<file path="src/rtl/render_sequencer_if.sv">
`default_nettype none
// ============================================================================
// Module      : render_sequencer_if
// Description : Bundle between the frame sequencer, its pixel-writing passes,
//               the game-over overlay source and the VGA write port.
//               slave  = the sequencer, master = everything around it.
// Revision    : 1.0 - initial release
// ============================================================================
interface render_sequencer_if #(
    parameter int NUM_PASS = 4
);
    // Sequencing and pass pixel streams (pass k in slice k of each vector)
    logic                    frame_tick;
    logic                    over;
    logic [NUM_PASS-1:0]     pass_done;
    logic [8*NUM_PASS-1:0]   pass_x;
    logic [8*NUM_PASS-1:0]   pass_y;
    logic [3*NUM_PASS-1:0]   pass_colour;
    logic [NUM_PASS-1:0]     pass_plot;

    // Game-over overlay source
    logic [7:0]              over_x;
    logic [7:0]              over_y;
    logic [2:0]              over_colour;
    logic                    over_plot;

    // Sequencer outputs
    logic [NUM_PASS-1:0]     pass_start;
    logic [7:0]              x;
    logic [7:0]              y;
    logic [2:0]              colour;
    logic                    plot;
    logic                    busy;
    logic                    frame_drop;
    logic                    timeout;

    modport slave (
        input  frame_tick, over, pass_done, pass_x, pass_y, pass_colour,
               pass_plot, over_x, over_y, over_colour, over_plot,
        output pass_start, x, y, colour, plot, busy, frame_drop, timeout
    );

    modport master (
        output frame_tick, over, pass_done, pass_x, pass_y, pass_colour,
               pass_plot, over_x, over_y, over_colour, over_plot,
        input  pass_start, x, y, colour, plot, busy, frame_drop, timeout
    );
endinterface
`default_nettype wire

</file>
<file path="src/rtl/render_sequencer.sv">
`default_nettype none
// ============================================================================
// Module      : render_sequencer
// Description : Frame-level scheduler for the renderer's pixel passes. Each
//               frame_tick starts the passes one at a time in fixed order,
//               waits for each done pulse and forwards the active pass's
//               pixels through one registered x/y/colour/plot port. The
//               game-over overlay preempts everything.
//               Optional per-pass watchdog: define RENDER_SEQ_WATCHDOG_EN.
// Revision    : 1.0 - initial release
// ============================================================================
module render_sequencer #(
    parameter int NUM_PASS = 4,
    parameter int WDOG_CYC = 20000
) (
    input  wire               clk_i,
    input  wire               rst_ni,
    render_sequencer_if.slave bus
);

    localparam int KW = (NUM_PASS > 1) ? $clog2(NUM_PASS) : 1;
    localparam logic [KW-1:0] LAST = KW'(NUM_PASS - 1);

    if (NUM_PASS < 2 || WDOG_CYC < 2) begin : g_param_check
        $error("render_sequencer: NUM_PASS and WDOG_CYC must both be >= 2");
    end

    typedef enum logic [1:0] {
        S_IDLE  = 2'd0,
        S_START = 2'd1,
        S_WAIT  = 2'd2
    } state_t;

    state_t          state_q, state_d;
    logic [KW-1:0]   k_q, k_d;
    logic [7:0]      x_q, x_d;
    logic [7:0]      y_q, y_d;
    logic [2:0]      colour_q, colour_d;
    logic            plot_q, plot_d;
    logic            drop_q, drop_d;

    // Per-pass views of the packed pixel buses
    logic [7:0]      px [NUM_PASS];
    logic [7:0]      py [NUM_PASS];
    logic [2:0]      pc [NUM_PASS];

    for (genvar g = 0; g < NUM_PASS; g++) begin : g_unpack
        assign px[g] = bus.pass_x[8*g +: 8];
        assign py[g] = bus.pass_y[8*g +: 8];
        assign pc[g] = bus.pass_colour[3*g +: 3];
    end

    logic done_k;
    logic wdog_hit;
    logic advance;

    // Only the active pass's done is honoured; others are ignored
    assign done_k  = bus.pass_done[k_q];
    assign advance = done_k | wdog_hit;

`ifdef RENDER_SEQ_WATCHDOG_EN
    localparam int WW = $clog2(WDOG_CYC);
    logic [WW-1:0] wdog_q, wdog_d;

    assign wdog_hit    = (state_q == S_WAIT) && (wdog_q == WW'(WDOG_CYC - 1));
    // A genuine done in the expiry cycle wins and suppresses the timeout
    assign bus.timeout = wdog_hit & ~done_k & ~bus.over;

    // Watchdog counts WAIT cycles; cleared by every START
    always_comb begin
        wdog_d = wdog_q;
        if (state_q == S_START) begin
            wdog_d = '0;
        end else if (state_q == S_WAIT && !wdog_hit) begin
            wdog_d = wdog_q + WW'(1);
        end
    end

    // Watchdog counter register
    always_ff @(posedge clk_i or negedge rst_ni) begin
        if (!rst_ni) begin
            wdog_q <= '0;
        end else begin
            wdog_q <= wdog_d;
        end
    end
`else
    assign wdog_hit    = 1'b0;
    assign bus.timeout = 1'b0;
`endif

    // Next-state logic: overlay aborts the frame, otherwise step the passes
    always_comb begin
        state_d = state_q;
        k_d     = k_q;
        if (bus.over) begin
            state_d = S_IDLE;
            k_d     = '0;
        end else begin
            case (state_q)
                S_IDLE: begin
                    if (bus.frame_tick) begin
                        state_d = S_START;
                        k_d     = '0;
                    end
                end
                S_START: begin
                    state_d = S_WAIT;
                end
                S_WAIT: begin
                    if (advance) begin
                        if (k_q == LAST) begin
                            state_d = S_IDLE;
                            k_d     = '0;
                        end else begin
                            state_d = S_START;
                            k_d     = k_q + KW'(1);
                        end
                    end
                end
                default: begin
                    state_d = S_IDLE;
                    k_d     = '0;
                end
            endcase
        end
    end

    // One-hot start pulse for the pass being launched
    always_comb begin
        bus.pass_start = '0;
        if (state_q == S_START) begin
            bus.pass_start[k_q] = 1'b1;
        end
    end

    // Pixel mux: overlay first, then the active pass; coordinates hold otherwise
    always_comb begin
        x_d      = x_q;
        y_d      = y_q;
        colour_d = colour_q;
        plot_d   = 1'b0;
        if (bus.over) begin
            x_d      = bus.over_x;
            y_d      = bus.over_y;
            colour_d = bus.over_colour;
            plot_d   = bus.over_plot;
        end else if (state_q == S_WAIT) begin
            x_d      = px[k_q];
            y_d      = py[k_q];
            colour_d = pc[k_q];
            plot_d   = bus.pass_plot[k_q];
        end
    end

    // A tick that arrives mid-frame is reported, not acted on (silent under over)
    assign drop_d = bus.frame_tick & ~bus.over & (state_q != S_IDLE);

    // State, pass index and registered VGA port
    always_ff @(posedge clk_i or negedge rst_ni) begin
        if (!rst_ni) begin
            state_q  <= S_IDLE;
            k_q      <= '0;
            x_q      <= '0;
            y_q      <= '0;
            colour_q <= '0;
            plot_q   <= 1'b0;
            drop_q   <= 1'b0;
        end else begin
            state_q  <= state_d;
            k_q      <= k_d;
            x_q      <= x_d;
            y_q      <= y_d;
            colour_q <= colour_d;
            plot_q   <= plot_d;
            drop_q   <= drop_d;
        end
    end

    assign bus.x          = x_q;
    assign bus.y          = y_q;
    assign bus.colour     = colour_q;
    assign bus.plot       = plot_q;
    assign bus.busy       = (state_q != S_IDLE);
    assign bus.frame_drop = drop_q;

endmodule
`default_nettype wire

</file>
<file path="src/flat_wrapper.sv">
// flat-port wrapper written by rule: the top's interface ports become plain ports
module render_sequencer_flat 
#(
    parameter int NUM_PASS = 4,
    parameter int WDOG_CYC = 20000
)
  (clk_i, rst_ni, bus_frame_tick, bus_over, bus_pass_done, bus_pass_x, bus_pass_y, bus_pass_colour, bus_pass_plot, bus_over_x, bus_over_y, bus_over_colour, bus_over_plot, bus_pass_start, bus_x, bus_y, bus_colour, bus_plot, bus_busy, bus_frame_drop, bus_timeout);
  render_sequencer_if #(.NUM_PASS(NUM_PASS)) bus_i ();
  input  wire clk_i;
  input  wire rst_ni;
  input wire logic [$bits(bus_i.frame_tick)-1:0] bus_frame_tick;
  input wire logic [$bits(bus_i.over)-1:0] bus_over;
  input wire logic [$bits(bus_i.pass_done)-1:0] bus_pass_done;
  input wire logic [$bits(bus_i.pass_x)-1:0] bus_pass_x;
  input wire logic [$bits(bus_i.pass_y)-1:0] bus_pass_y;
  input wire logic [$bits(bus_i.pass_colour)-1:0] bus_pass_colour;
  input wire logic [$bits(bus_i.pass_plot)-1:0] bus_pass_plot;
  input wire logic [$bits(bus_i.over_x)-1:0] bus_over_x;
  input wire logic [$bits(bus_i.over_y)-1:0] bus_over_y;
  input wire logic [$bits(bus_i.over_colour)-1:0] bus_over_colour;
  input wire logic [$bits(bus_i.over_plot)-1:0] bus_over_plot;
  output wire logic [$bits(bus_i.pass_start)-1:0] bus_pass_start;
  output wire logic [$bits(bus_i.x)-1:0] bus_x;
  output wire logic [$bits(bus_i.y)-1:0] bus_y;
  output wire logic [$bits(bus_i.colour)-1:0] bus_colour;
  output wire logic [$bits(bus_i.plot)-1:0] bus_plot;
  output wire logic [$bits(bus_i.busy)-1:0] bus_busy;
  output wire logic [$bits(bus_i.frame_drop)-1:0] bus_frame_drop;
  output wire logic [$bits(bus_i.timeout)-1:0] bus_timeout;
  assign bus_i.frame_tick = bus_frame_tick;
  assign bus_i.over = bus_over;
  assign bus_i.pass_done = bus_pass_done;
  assign bus_i.pass_x = bus_pass_x;
  assign bus_i.pass_y = bus_pass_y;
  assign bus_i.pass_colour = bus_pass_colour;
  assign bus_i.pass_plot = bus_pass_plot;
  assign bus_i.over_x = bus_over_x;
  assign bus_i.over_y = bus_over_y;
  assign bus_i.over_colour = bus_over_colour;
  assign bus_i.over_plot = bus_over_plot;
  assign bus_pass_start = bus_i.pass_start;
  assign bus_x = bus_i.x;
  assign bus_y = bus_i.y;
  assign bus_colour = bus_i.colour;
  assign bus_plot = bus_i.plot;
  assign bus_busy = bus_i.busy;
  assign bus_frame_drop = bus_i.frame_drop;
  assign bus_timeout = bus_i.timeout;
  render_sequencer #(.NUM_PASS(NUM_PASS), .WDOG_CYC(WDOG_CYC)) u_core (.clk_i(clk_i), .rst_ni(rst_ni), .bus(bus_i));
endmodule
</file>
<file path="config.mk">
export PLATFORM = sky130hd
export DESIGN_NAME = render_sequencer_flat
export DESIGN_NICKNAME = d
export VERILOG_FILES = /design/src/rtl/render_sequencer_if.sv /design/src/rtl/render_sequencer.sv /design/src/flat_wrapper.sv
export SDC_FILE = /design/constraint.sdc
export NUM_CORES = 1
export LEC_CHECK = 0
export ABC_AREA = 0
export CORE_MARGIN = 1.5
export CORE_UTILIZATION = 31
export CTS_CLUSTER_SIZE = 12
export DETAILED_ROUTE_END_ITERATION = 8
export PLACE_DENSITY = 0.76
export REMOVE_ABC_BUFFERS = 1
export SETUP_SLACK_MARGIN = 0.02
export SLEW_MARGIN = 10
export SYNTH_ARGS = -nofsm -noshare
export SYNTH_HDL_FRONTEND = slang
export SYNTH_SLANG_ARGS = --single-unit
</file>
<file path="constraint.sdc">
create_clock -name clk_i -period 1.6 [get_ports clk_i]
set_clock_uncertainty 0.2 [all_clocks]
set_input_delay 0.32 -clock clk_i [delete_from_list [all_inputs] [get_ports clk_i]]
set_output_delay 0.32 -clock clk_i [all_outputs]
set_load 0.1 [all_outputs]
</file>
==> results of run 1 <==
==> synthesized netlist by cell type, types with 2 or more instances <==
cell and n:
sky130_fd_sc_hd__nor2_1 2, sky130_fd_sc_hd__buf_2 4, sky130_fd_sc_hd__dfrtp_1 25, sky130_fd_sc_hd__mux4_2 20, sky130_fd_sc_hd__a21oi_1 38, sky130_fd_sc_hd__clkbuf_1 8
sky130_fd_sc_hd__nand2_1 19, sky130_fd_sc_hd__inv_1 3, sky130_fd_sc_hd__nor2b_1 23, sky130_fd_sc_hd__and2_1 4, sky130_fd_sc_hd__ha_1 4, sky130_fd_sc_hd__or2_2 2
sky130_fd_sc_hd__buf_4 2
==> layout make-up <==
cell class,count,share of cell area
well taps,72,0.0225
flip-flops and latches,25,0.157
multi-input cells,127,0.315
repair buffers,166,0.490
clock buffers,4,0.0112
inverters,3,0.00468
==> cell usage in the layout, fill, tap and decap left out, drive strengths merged, types with 2 or more instances in the layout <==
master           n
clkdlybuf4s50  107
or2              2
clkbuf           4
mux4            21
inv              3
and2             4
nor2b           23
nand2           19
nor2             2
a21oi           38
buf             59
dfrtp           25
ha               4
==> registers in the layout, indices dropped and copies added, names as in the netlist <==
signal and flops:
u_core.bus.y 8, u_core.bus.x 8, u_core.bus.plot 1, u_core.state_q 2, u_core.bus.colour 3, u_core.bus.frame_drop 1, u_core.k_q 2
==> how the worst max path moves through the flow <==
stage / startpoint / endpoint / slack, ns
2_1_floorplan: u_core.k_q[0] / bus_pass_start[3] / -1.08
3_3_place_gp: bus_pass_done[3] / u_core.k_q[1] / -0.34
3_5_place_dp: bus_pass_done[3] / u_core.k_q[1] / -0.41
4_1_cts: u_core.k_q[0] / bus_pass_start[3] / -0.23
5_1_grt: u_core.k_q[0] / u_core.k_q[1] / -0.28
6_report: u_core.k_q[0] / u_core.k_q[1] / -0.25
==> worst max-delay path, delay by kind of cell, from the launching register on <==
kind	cells	cell delay [ns]
AO/OA/AOI/OAI	2	0.48
buffers and inverters	1	0.14
flip-flops	1	0.39
multiplexers	1	0.56
==> repair_timing <==
action                     4_1_cts  5_1_grt
setup buffers                    6        9
resized for setup               26       56
setup endpoints to repair       22       29
pin swaps                        2       18
cloned                           1        0
hold buffers                     0        0
==> power by group through the flow <==
stage               Combinational, W  Sequential [W]  Clock (W)
floorplan                   0.000222         0.00115          0
global placement             0.00126        0.000764          0
detailed placement           0.00128        0.000769          0
CTS                          0.00131        0.000756   0.000393
global route                 0.00143        0.000766   0.000414
finish                       0.00137        0.000758   0.000382
==> logic make-up (layout without fill, tap and decap cells) <==
logic type / count (synthesis) / in the layout / share of synthesized area
AND/OR/NAND/NOR: 55 / 55 / 0.162
adder cells (fa/ha/maj): 4 / 4 / 0.0278
buffers and inverters: 19 / 173 / 0.0507
other: 1 / 1 / 0.00208
AO/OA/AOI/OAI: 45 / 45 / 0.140
flip-flops: 25 / 25 / 0.347
multiplexers: 22 / 22 / 0.270
==> layer usage <==
layer  wire (um)  part of all wire
met1        2240              0.34
met2        3860              0.58
met3         441             0.067
met4          70             0.011
met5           0                 0
==> metrics by stage <==
stage / utilization / hold slack [ns] / power, W / setup TNS [ns]
floorplan: - / -0.176 / 0.00138 / -17.39
global placement: 0.643 / 0.340 / 0.00202 / -2.29
detailed placement: 0.643 / 0.374 / 0.00205 / -3.01
CTS: 0.680 / 0.203 / 0.00246 / -3.75
global route: 0.719 / 0.209 / 0.00261 / -5.77
finish: 0.719 / 0.193 / 0.00251 / -4.43
==> report_table.html, run 1 <==
<table>
<tr><th>Metric</th><th>Value</th></tr>
<tr><th colspan="2">Status</th></tr>
<tr><td>Outcome</td><td>complete, but fails checks</td></tr>
<tr><td>Failing checks</td><td>setup timing</td></tr>
<tr><th colspan="2">Layout</th></tr>
<tr><td>Post-route non-filler standard cell count</td><td>397</td></tr>
<tr><td>Post-layout net count</td><td>438</td></tr>
<tr><td>Final std cell area, no fill</td><td>4010 um2</td></tr>
<tr><td>Ant diodes</td><td>0</td></tr>
<tr><td>Count of filler cells inserted in the layout</td><td>422</td></tr>
<tr><td>Area Growth Syn to Fin</td><td>122%</td></tr>
<tr><td>Register area</td><td>629 um2</td></tr>
<tr><td>Multi-input gate area</td><td>1260 um2</td></tr>
<tr><td>Layout cells sized above 1</td><td>0.422</td></tr>
<tr><th colspan="2">Setup path</th></tr>
<tr><td>Critical Path Start Type</td><td>register</td></tr>
<tr><td>Arrival @ worst endpoint</td><td>1.84 ns</td></tr>
<tr><td>Startpoint of the worst-slack reg-to-reg timing path</td><td>u_core.k_q[0]</td></tr>
<tr><td>Worst stage delay on the critical path</td><td>0.56 ns</td></tr>
<tr><td>Setup slack, reg-to-reg</td><td>-0.25 ns</td></tr>
<tr><td>Worst path cell trace</td><td>buf_6 -&gt; mux4_2 -&gt; o32a_1 -&gt; o21ai_2</td></tr>
<tr><td>Endpoint of the worst-slack reg-to-reg timing path</td><td>u_core.k_q[1]</td></tr>
<tr><td>Crit. End Element</td><td>register</td></tr>
<tr><td>CP Class</td><td>register to register</td></tr>
<tr><td>Cells on worst reg2reg path</td><td>4</td></tr>
<tr><td>WP data required</td><td>1.59 ns</td></tr>
<tr><td>Max FO, Critical Path</td><td>4</td></tr>
<tr><td>Max stage delay cell, worst path</td><td>sky130_fd_sc_hd__mux4_2</td></tr>
<tr><th colspan="2">STA</th></tr>
<tr><td>Post-route fraction of the period consumed by the critical path</td><td>1.16</td></tr>
<tr><td>Slack of the critical path</td><td>-0.249 ns</td></tr>
<tr><td>Highest attainable clock frequency</td><td>541 MHz</td></tr>
<tr><td>Final hold vios</td><td>0</td></tr>
<tr><td>Final number of setup-violating endpoints</td><td>29</td></tr>
<tr><td>Tmin final</td><td>1.85 ns</td></tr>
<tr><td>Count of final max-slew check failures</td><td>0</td></tr>
<tr><td>RSZ-0062 raised after global routing</td><td>yes</td></tr>
<tr><th colspan="2">Clock network</th></tr>
<tr><td>Insertion delay to the later sink of the worst-skew pair</td><td>0.27 ns</td></tr>
<tr><td>Clock sink count</td><td>25</td></tr>
<tr><td>Total CTS buffers</td><td>3</td></tr>
<tr><td>H-Tree Depth</td><td>1</td></tr>
<tr><td>Clock tree from TritonCTS</td><td>yes</td></tr>
<tr><td>Clock Pin Slew Worst Setup and Hold Paths</td><td>0.09 ns</td></tr>
<tr><td>Clock root cell</td><td>sky130_fd_sc_hd__clkbuf_8</td></tr>
<tr><td>Deepest clock path buffer count</td><td>2</td></tr>
<tr><th colspan="2">Power and ir drop</th></tr>
<tr><td>Sequential fraction of design power</td><td>0.302</td></tr>
<tr><td>Pwr Density</td><td>627 nW/um2</td></tr>
<tr><td>Net switching power figure</td><td>0.000979 W</td></tr>
<tr><td>Lkg Pwr</td><td>1.52 nW</td></tr>
<tr><td>Combinational share of power</td><td>0.547</td></tr>
<tr><td>Clock Power Share</td><td>0.152</td></tr>
<tr><td>Peak VDD IR</td><td>371 uV</td></tr>
<tr><td>Switching power share of the total</td><td>0.390</td></tr>
<tr><td>Cell internal power dissipation</td><td>0.00153 W</td></tr>
<tr><th colspan="2">Logic synthesis</th></tr>
<tr><td>Sequential cell area fraction in the yosys report</td><td>0.347</td></tr>
<tr><td>Post-Synthesis Mean Instance Area</td><td>10.5 um2</td></tr>
<tr><td>Share of async-settable or async-resettable flops after synthesis</td><td>1.00</td></tr>
<tr><td>Synthesis warning total</td><td>0</td></tr>
<tr><td>Number of synthesized flops with an enable pin</td><td>0</td></tr>
<tr><td>Prevailing post-synth register cell</td><td>sky130_fd_sc_hd__dfrtp_1</td></tr>
<tr><td>Register bit total from synthesis</td><td>25</td></tr>
<tr><td>Count of different cell masters after synthesis</td><td>30</td></tr>
<tr><td>Gate Count Post-Synth</td><td>171</td></tr>
<tr><td>Post-synth top area share</td><td>0.347</td></tr>
<tr><td>Leading area contributor after synthesis</td><td>sky130_fd_sc_hd__dfrtp_1</td></tr>
<tr><td>Synth top area cells</td><td>sky130_fd_sc_hd__dfrtp_1, sky130_fd_sc_hd__mux4_2, sky130_fd_sc_hd__a21oi_1</td></tr>
<tr><td>Post-synthesis instance area</td><td>1800 um2</td></tr>
<tr><th colspan="2">Die</th></tr>
<tr><td>DIE WIDTH</td><td>79.3 um</td></tr>
<tr><td>Boundary pin count</td><td>135</td></tr>
<tr><td>Die height</td><td>79.3 um</td></tr>
<tr><td>Effective utilization at floorplan</td><td>0.323</td></tr>
<tr><td>Die footprint</td><td>6280 um2</td></tr>
<tr><td>FP Rows</td><td>27</td></tr>
<tr><td>Placeable core region</td><td>5570 um2</td></tr>
<tr><th colspan="2">Worst hold path</th></tr>
<tr><td>HP Class</td><td>input port to async pin</td></tr>
<tr><th colspan="2">Place</th></tr>
<tr><td>DP Cell Count</td><td>380</td></tr>
<tr><td>Port Buffer Count</td><td>133</td></tr>
<tr><td>Cell area after placement</td><td>3580 um2</td></tr>
<tr><td>Routability congestion estimate</td><td>0.797</td></tr>
<tr><td>Worst slack at placement</td><td>-0.409 ns</td></tr>
<tr><td>HPWL after detailed placement</td><td>4920 um</td></tr>
<tr><th colspan="2">Global route</th></tr>
<tr><td>Total global routing overflow</td><td>0</td></tr>
<tr><td>Met3 Resource Use GR</td><td>0.0391</td></tr>
<tr><td>All-layer global routing usage</td><td>0.197</td></tr>
<tr><td>Most Crowded Layer GR</td><td>met2</td></tr>
<tr><td>Met1 GRT Util</td><td>0.209</td></tr>
<tr><td>Number of antenna violations at the first check in global routing</td><td>0</td></tr>
<tr><td>First-pass GRT wire length</td><td>9540 um</td></tr>
<tr><td>Vias in the first global route</td><td>2,001</td></tr>
<tr><td>Maximum number of pins on one net before global-route repair</td><td>26</td></tr>
<tr><td>Global-route track usage on met2</td><td>0.391</td></tr>
<tr><th colspan="2">Routing</th></tr>
<tr><td>Total vias in the final route</td><td>1,976</td></tr>
<tr><td>DR vias/cell</td><td>4.98</td></tr>
<tr><td>Number of nets with antenna violations after detailed routing</td><td>0</td></tr>
<tr><td>DRC violation total after the first TritonRoute iteration</td><td>59</td></tr>
<tr><td>Total wire length</td><td>6610 um</td></tr>
<tr><td>DRC</td><td>0</td></tr>
<tr><td>WL per Instance</td><td>16.6 um</td></tr>
<tr><td>Number of detailed-routing iterations run before antenna repair</td><td>4</td></tr>
<tr><th colspan="2">Job</th></tr>
<tr><td>Max-cap violations</td><td>0</td></tr>
</table>
(Power assumes the default switching activity.)
==> run 2, diff against run 1 <==
--- a/config.mk
+++ b/config.mk
@@ -7,10 +7,11 @@
 export LEC_CHECK = 0
 export ABC_AREA = 0
 export CORE_MARGIN = 1.5
-export CORE_UTILIZATION = 31
+export CORE_UTILIZATION = 32
+export CTS_BUF_LIST = sky130_fd_sc_hd__clkbuf_4
 export CTS_CLUSTER_SIZE = 12
 export DETAILED_ROUTE_END_ITERATION = 8
-export PLACE_DENSITY = 0.76
+export PLACE_DENSITY = 0.79
 export REMOVE_ABC_BUFFERS = 1
 export SETUP_SLACK_MARGIN = 0.02
 export SLEW_MARGIN = 10
==> run 2 against run 1 <==
The flow still finishes with violations (setup timing). Worst setup slack lost 0.084 ns. Fmax shrank 4.3%. Die area shrank 3.0%. Clock power shrank 18%. Hold slack lost 0.078 ns. First-iteration DRC count shrank 8.5%. Power shrank 5.6%. Critical endpoint is now bus_pass_start[3]. Largest cell class unchanged.
==> report_table.html, run 2 (synthesis gave the netlist of run 1 again) <==
<table>
<tr><th>Metric</th><th>Value</th></tr>
<tr><th colspan="2">Status</th></tr>
<tr><td>Outcome</td><td>complete, but fails checks</td></tr>
<tr><td>Failing checks</td><td>setup timing</td></tr>
<tr><th colspan="2">Setup path</th></tr>
<tr><td>WP data required</td><td>1.08 ns</td></tr>
<tr><td>Worst path cell trace</td><td>buf_6 -&gt; ha_4 -&gt; and2_4 -&gt; buf_12</td></tr>
<tr><td>Max FO, Critical Path</td><td>6</td></tr>
<tr><td>Max stage delay cell, worst path</td><td>sky130_fd_sc_hd__dfrtp_2</td></tr>
<tr><td>Crit. End Element</td><td>primary output</td></tr>
<tr><td>Critical Path Start Type</td><td>register</td></tr>
<tr><td>Crit path buf inv count</td><td>2</td></tr>
<tr><td>Worst stage delay on the critical path</td><td>0.50 ns</td></tr>
<tr><td>CP Class</td><td>register to primary output</td></tr>
<tr><td>Arrival @ worst endpoint</td><td>1.41 ns</td></tr>
<tr><td>CP delay by family, top</td><td>flip-flops</td></tr>
<tr><th colspan="2">Clock network</th></tr>
<tr><td>H-Tree Depth</td><td>1</td></tr>
<tr><td>Deepest clock path buffer count</td><td>2</td></tr>
<tr><td>Insertion delay to the later sink of the worst-skew pair</td><td>0.32 ns</td></tr>
<tr><td>Clock Pin Slew Worst Setup and Hold Paths</td><td>0.15 ns</td></tr>
<tr><td>Post-CTS Hold Buffers</td><td>0</td></tr>
<tr><td>Clock root cell</td><td>sky130_fd_sc_hd__clkbuf_4</td></tr>
<tr><td>Clock tree from TritonCTS</td><td>yes</td></tr>
<tr><td>Clock sink count</td><td>25</td></tr>
<tr><td>Total CTS buffers</td><td>3</td></tr>
<tr><th colspan="2">Power and ir drop</th></tr>
<tr><td>Combinational share of power</td><td>0.549</td></tr>
<tr><td>Switching power share of the total</td><td>0.395</td></tr>
<tr><td>Lkg Pwr</td><td>1.46 nW</td></tr>
<tr><td>Sequential fraction of design power</td><td>0.319</td></tr>
<tr><td>Pwr Density</td><td>622 nW/um2</td></tr>
<tr><td>Clock Power Share</td><td>0.132</td></tr>
<tr><td>Peak VDD IR</td><td>299 uV</td></tr>
<tr><td>Cell internal power dissipation</td><td>0.00144 W</td></tr>
<tr><td>Net switching power figure</td><td>0.000936 W</td></tr>
<tr><th colspan="2">Layout</th></tr>
<tr><td>Commonest cells after routing, fill and taps aside</td><td>sky130_fd_sc_hd__clkdlybuf4s50_1, sky130_fd_sc_hd__a21oi_1, sky130_fd_sc_hd__buf_12</td></tr>
<tr><td>End-of-flow core utilization</td><td>0.697</td></tr>
<tr><td>Post-route non-filler standard cell count</td><td>394</td></tr>
<tr><td>Ant diodes</td><td>0</td></tr>
<tr><td>Area Growth Syn to Fin</td><td>111%</td></tr>
<tr><td>Layout cells sized above 1</td><td>0.317</td></tr>
<tr><td>Post-layout net count</td><td>435</td></tr>
<tr><td>Most frequent standard cell in the layout excluding fill and tap cells</td><td>sky130_fd_sc_hd__clkdlybuf4s50_1</td></tr>
<tr><th colspan="2">Routing</th></tr>
<tr><td>Number of detailed-routing iterations run before antenna repair</td><td>4</td></tr>
<tr><td>DR vias/cell</td><td>4.89</td></tr>
<tr><td>Wire length on met2</td><td>3310 um</td></tr>
<tr><td>DRC violation total after the first TritonRoute iteration</td><td>54</td></tr>
<tr><td>Top routing layer in use</td><td>met4</td></tr>
<tr><td>DRC</td><td>0</td></tr>
<tr><td>Routed metal-1 wirelength</td><td>2400 um</td></tr>
<tr><td>WL per Instance</td><td>15.7 um</td></tr>
<tr><td>Number of nets with antenna violations after detailed routing</td><td>0</td></tr>
<tr><td>Total vias in the final route</td><td>1,926</td></tr>
<tr><td>Total wire length</td><td>6190 um</td></tr>
<tr><td>Met3 wirelength from detailed routing</td><td>396 um</td></tr>
<tr><th colspan="2">STA</th></tr>
<tr><td>Slack of the critical path</td><td>-0.332 ns</td></tr>
<tr><td>Tmin final</td><td>1.93 ns</td></tr>
<tr><td>Post-route fraction of the period consumed by the critical path</td><td>1.21</td></tr>
<tr><td>Highest attainable clock frequency</td><td>517 MHz</td></tr>
<tr><td>Count of final max-slew check failures</td><td>0</td></tr>
<tr><td>Final hold vios</td><td>0</td></tr>
<tr><td>RSZ-0062 raised after global routing</td><td>yes</td></tr>
<tr><td>Final number of setup-violating endpoints</td><td>26</td></tr>
<tr><td>Final Hold Slack</td><td>0.114 ns</td></tr>
<tr><th colspan="2">Worst hold path</th></tr>
<tr><td>HP Class</td><td>input port to async pin</td></tr>
<tr><th colspan="2">Die</th></tr>
<tr><td>DIE WIDTH</td><td>78.1 um</td></tr>
<tr><td>Boundary pin count</td><td>135</td></tr>
<tr><td>Die footprint</td><td>6090 um2</td></tr>
<tr><td>Die height</td><td>78.1 um</td></tr>
<tr><td>FP Rows</td><td>27</td></tr>
<tr><td>Placeable core region</td><td>5470 um2</td></tr>
<tr><td>Effective utilization at floorplan</td><td>0.329</td></tr>
<tr><th colspan="2">Global route</th></tr>
<tr><td>All-layer global routing usage</td><td>0.210</td></tr>
<tr><td>Total global routing overflow</td><td>0</td></tr>
<tr><td>Vias in the first global route</td><td>2,121</td></tr>
<tr><td>Maximum number of pins on one net before global-route repair</td><td>25</td></tr>
<tr><td>First-pass GRT wire length</td><td>9980 um</td></tr>
<tr><td>Number of antenna violations at the first check in global routing</td><td>0</td></tr>
<tr><th colspan="2">Place</th></tr>
<tr><td>Port Buffer Count</td><td>133</td></tr>
<tr><td>HPWL after detailed placement</td><td>4930 um</td></tr>
<tr><td>Routability congestion estimate</td><td>0.805</td></tr>
<tr><td>Worst slack at placement</td><td>-0.371 ns</td></tr>
<tr><td>DP Cell Count</td><td>382</td></tr>
<tr><th colspan="2">Job</th></tr>
<tr><td>Max-cap violations</td><td>0</td></tr>
</table>
## run 2: cell count changes in the layout (fill, tap and decap cells not counted), sizes merged
cell  before  now
buf       59   56
## run 2: area by class of cell
cell class | instances | area, um2
fillers | 426 | 1660
repair buffers | 163 | 1880
multi-input cells | 127 | 1170
flip-flops and latches | 25 | 628
inverters | 3 | 16.3
well taps | 72 | 90.1
clock buffers | 4 | 30.0
## run 2: routing by layer
metal,track usage,up-vias
li1,-,923
met1,0.243,912
met2,0.395,85
met3,0.0302,6
met4,0.0643,0
met5,0,-
## run 2: final timing paths
check,startpoint,end,slack (ns),cells after the start
setup / recovery,u_core.k_q[1],bus_pass_start[3],-0.33,4
hold / removal,rst_ni,u_core.bus.x[5],0.11,2
setup reg to reg,u_core.k_q[0],u_core.k_q[1],-0.27,4
hold reg to reg,u_core.bus.x[0],u_core.bus.x[0],0.45,2
max in group asynchronous,rst_ni,u_core.k_q[1],0.90,2
min in group clk_i,bus_over_x[2],u_core.bus.x[2],0.36,3
## run 2: power groups by stage
stage	Clock, W	Sequential [W]	Combinational, W
after floorplan	0	0.00115	0.000222
after global placement	0	0.000765	0.00125
after detailed placement	0	0.000769	0.00127
after CTS	0.000322	0.000756	0.00130
after global routing	0.000340	0.000765	0.00136
final	0.000313	0.000756	0.00130
## run 2: timing repair
item,CTS,global route
pin swaps,5,2
buffers inserted,6,3
resized for setup,23,16
endpoints found under the setup margin,25,29
## run 2: stage by stage
| stage | TNS (ns) | total power [W] | instance area [um2] |
|---|---|---|---|
| final | -4.03 | 0.00237 | 3810 |
| after global placement | -3.84 | 0.00202 | 3570 |
| after floorplan | -17.39 | 0.00138 | 1720 |
| after detailed placement | -3.61 | 0.00204 | 3570 |
| after global routing | -5.76 | 0.00246 | 3810 |
| after CTS | -5.76 | 0.00238 | 3720 |
## run 2: worst register-to-register path, delay by kind of cell (launching register included)
family / cells / cell delay [ns]
buf+inv: 1 / 0.15
mux: 1 / 0.56
flops: 1 / 0.41
compound gates: 2 / 0.49
==> run 3, diff against run 2 <==
--- a/config.mk
+++ b/config.mk
@@ -11,7 +11,7 @@
 export CTS_BUF_LIST = sky130_fd_sc_hd__clkbuf_4
 export CTS_CLUSTER_SIZE = 12
 export DETAILED_ROUTE_END_ITERATION = 8
-export PLACE_DENSITY = 0.79
+export PLACE_DENSITY = 0.8
 export REMOVE_ABC_BUFFERS = 1
 export SETUP_SLACK_MARGIN = 0.02
 export SLEW_MARGIN = 10
==> run 3 against run 2 <==
The flow still finishes with violations (setup timing). Global-route usage increased by 0.62 points. Sequential share of layout area fell by 0.72 points. Sequential power barely moved. Final cell count grew 2.0%. Combinational power grew 5%. Die area stayed put. Critical path depth stayed put. First-iteration DRC count rose by 35%. Largest cell class unchanged.
==> report_table.html, run 3 (synthesis gave the netlist of run 1 again) <==
<table>
<tr><th>Metric</th><th>Value</th></tr>
<tr><th colspan="2">Status</th></tr>
<tr><td>Outcome</td><td>complete, but fails checks</td></tr>
<tr><td>Failing checks</td><td>setup timing</td></tr>
<tr><th colspan="2">Place</th></tr>
<tr><td>HPWL after detailed placement</td><td>5120 um</td></tr>
<tr><td>Cell area after placement</td><td>3590 um2</td></tr>
<tr><td>Routability congestion estimate</td><td>0.857</td></tr>
<tr><td>Port Buffer Count</td><td>133</td></tr>
<tr><th colspan="2">Layout</th></tr>
<tr><td>Post-layout net count</td><td>443</td></tr>
<tr><td>Layout cells sized above 1</td><td>0.415</td></tr>
<tr><td>Area Growth Syn to Fin</td><td>121%</td></tr>
<tr><td>Most frequent standard cell in the layout excluding fill and tap cells</td><td>sky130_fd_sc_hd__clkdlybuf4s50_1</td></tr>
<tr><td>Ant diodes</td><td>0</td></tr>
<tr><td>Commonest cells after routing, fill and taps aside</td><td>sky130_fd_sc_hd__clkdlybuf4s50_1, sky130_fd_sc_hd__buf_12, sky130_fd_sc_hd__buf_4</td></tr>
<tr><td>Final std cell area, no fill</td><td>3990 um2</td></tr>
<tr><th colspan="2">Die</th></tr>
<tr><td>Placeable core region</td><td>5470 um2</td></tr>
<tr><td>DIE WIDTH</td><td>78.1 um</td></tr>
<tr><td>Die height</td><td>78.1 um</td></tr>
<tr><td>FP Rows</td><td>27</td></tr>
<tr><td>Effective utilization at floorplan</td><td>0.329</td></tr>
<tr><td>Die footprint</td><td>6090 um2</td></tr>
<tr><td>Boundary pin count</td><td>135</td></tr>
<tr><th colspan="2">Setup path</th></tr>
<tr><td>WP data required</td><td>1.08 ns</td></tr>
<tr><td>CP Class</td><td>register to primary output</td></tr>
<tr><td>Critical Path Start Type</td><td>register</td></tr>
<tr><td>Arrival @ worst endpoint</td><td>1.38 ns</td></tr>
<tr><td>Max FO, Critical Path</td><td>5</td></tr>
<tr><td>Crit. End Element</td><td>primary output</td></tr>
<tr><th colspan="2">Clock network</th></tr>
<tr><td>Insertion delay to the later sink of the worst-skew pair</td><td>0.32 ns</td></tr>
<tr><td>Clock root cell</td><td>sky130_fd_sc_hd__clkbuf_4</td></tr>
<tr><td>Clock sink count</td><td>25</td></tr>
<tr><td>Total CTS buffers</td><td>3</td></tr>
<tr><td>Clock Pin Slew Worst Setup and Hold Paths</td><td>0.15 ns</td></tr>
<tr><td>Deepest clock path buffer count</td><td>2</td></tr>
<tr><td>Clock tree from TritonCTS</td><td>yes</td></tr>
<tr><td>H-Tree Depth</td><td>1</td></tr>
<tr><th colspan="2">Global route</th></tr>
<tr><td>Maximum number of pins on one net before global-route repair</td><td>26</td></tr>
<tr><td>All-layer global routing usage</td><td>0.216</td></tr>
<tr><td>Vias in the first global route</td><td>2,218</td></tr>
<tr><td>Number of antenna violations at the first check in global routing</td><td>0</td></tr>
<tr><td>First-pass GRT wire length</td><td>10,300 um</td></tr>
<tr><td>Total global routing overflow</td><td>0</td></tr>
<tr><th colspan="2">Routing</th></tr>
<tr><td>WL per Instance</td><td>16.6 um</td></tr>
<tr><td>DRC</td><td>0</td></tr>
<tr><td>Total vias in the final route</td><td>2,013</td></tr>
<tr><td>Number of detailed-routing iterations run before antenna repair</td><td>4</td></tr>
<tr><td>Total wire length</td><td>6690 um</td></tr>
<tr><td>DRC violation total after the first TritonRoute iteration</td><td>73</td></tr>
<tr><td>Number of nets with antenna violations after detailed routing</td><td>0</td></tr>
<tr><td>DR vias/cell</td><td>5.01</td></tr>
<tr><th colspan="2">Power and ir drop</th></tr>
<tr><td>Pwr Density</td><td>609 nW/um2</td></tr>
<tr><td>Peak VDD IR</td><td>377 uV</td></tr>
<tr><td>Lkg Pwr</td><td>1.53 nW</td></tr>
<tr><th colspan="2">STA</th></tr>
<tr><td>Highest attainable clock frequency</td><td>525 MHz</td></tr>
<tr><td>Final hold vios</td><td>0</td></tr>
<tr><td>Slack of the critical path</td><td>-0.305 ns</td></tr>
<tr><td>Final number of setup-violating endpoints</td><td>29</td></tr>
<tr><td>RSZ-0062 raised after global routing</td><td>yes</td></tr>
<tr><td>Tmin final</td><td>1.90 ns</td></tr>
<tr><td>Final-layout setup total negative slack</td><td>-6.23 ns</td></tr>
<tr><td>Post-route fraction of the period consumed by the critical path</td><td>1.19</td></tr>
<tr><td>Count of final max-slew check failures</td><td>0</td></tr>
<tr><th colspan="2">Worst hold path</th></tr>
<tr><td>HP Class</td><td>input port to async pin</td></tr>
<tr><th colspan="2">Job</th></tr>
<tr><td>Max-cap violations</td><td>0</td></tr>
</table>
[run 3: changes by cell type in the layout (fill, tap and decap cells not counted), sizes merged]
cell  before  now
buf       56   64
[run 3: final cells by class]
type,count,area [um2]
inverter,3,18.8
multi-input combinational,127,1250
tap,72,90.1
clock buffer,4,30.0
fill,401,1490
timing repair buffer,171,1970
sequential,25,628
[run 3: path summary, 6_finish.rpt]
| path | from | end | slack (ns) | depth (start not counted) |
|---|---|---|---|---|
| max in group asynchronous | rst_ni | u_core.k_q[0] | 0.90 | 2 |
| min in group clk_i | bus_over_y[4] | u_core.bus.y[4] | 0.37 | 3 |
| min reg2reg | u_core.bus.y[4] | u_core.bus.y[4] | 0.46 | 2 |
| min | rst_ni | u_core.bus.y[0] | 0.13 | 2 |
| max | u_core.k_q[1] | bus_pass_start[1] | -0.30 | 4 |
| max reg2reg | u_core.k_q[0] | u_core.k_q[1] | -0.27 | 5 |
[run 3: per-layer routing]
| metal | vias up | part of all wire | track usage |
|---|---|---|---|
| met5 | - | 0 | 0 |
| met4 | 0 | 0.010 | 0.0589 |
| met3 | 4 | 0.067 | 0.0291 |
| met2 | 89 | 0.55 | 0.405 |
| met1 | 983 | 0.38 | 0.256 |
| li1 | 937 | - | - |
[run 3: metrics by stage]
step           worst slack [ns]  power, W   util  cells  hold slack (ns)
6_report                 -0.305   0.00243  0.729    402            0.133
5_1_grt                  -0.340   0.00252  0.729    402            0.135
3_5_place_dp             -0.370   0.00205  0.656    381            0.376
4_1_cts                  -0.299   0.00240  0.704    396            0.144
3_3_place_gp             -0.333   0.00202  0.656    381            0.352
2_1_floorplan             -1.08   0.00138      -    155           -0.176
[run 3: power by group]
part	internal [W]	total [W]	switching (W)	leakage, nW
clock	0.000114	0.000312	0.000198	0.0184
sequential	0.000691	0.000759	0.0000679	0.291
combinational	0.000657	0.00136	0.000702	1.22
total	0.00146	0.00243	0.000968	1.53
[run 3: worst max-delay path: stages, from the launching register on]
cell	delay, ns
sky130_fd_sc_hd__dfrtp_2	0.51
sky130_fd_sc_hd__inv_4	0.11
sky130_fd_sc_hd__ha_4	0.13
sky130_fd_sc_hd__and2_4	0.14
sky130_fd_sc_hd__buf_12	0.16
[run 3: repair_timing]
item	CTS	global route
resized for setup	35	30
buffers inserted	10	7
endpoints found under the setup margin	25	29
gates cloned	1	0
pin swaps	16	11
hold buffers	0	0
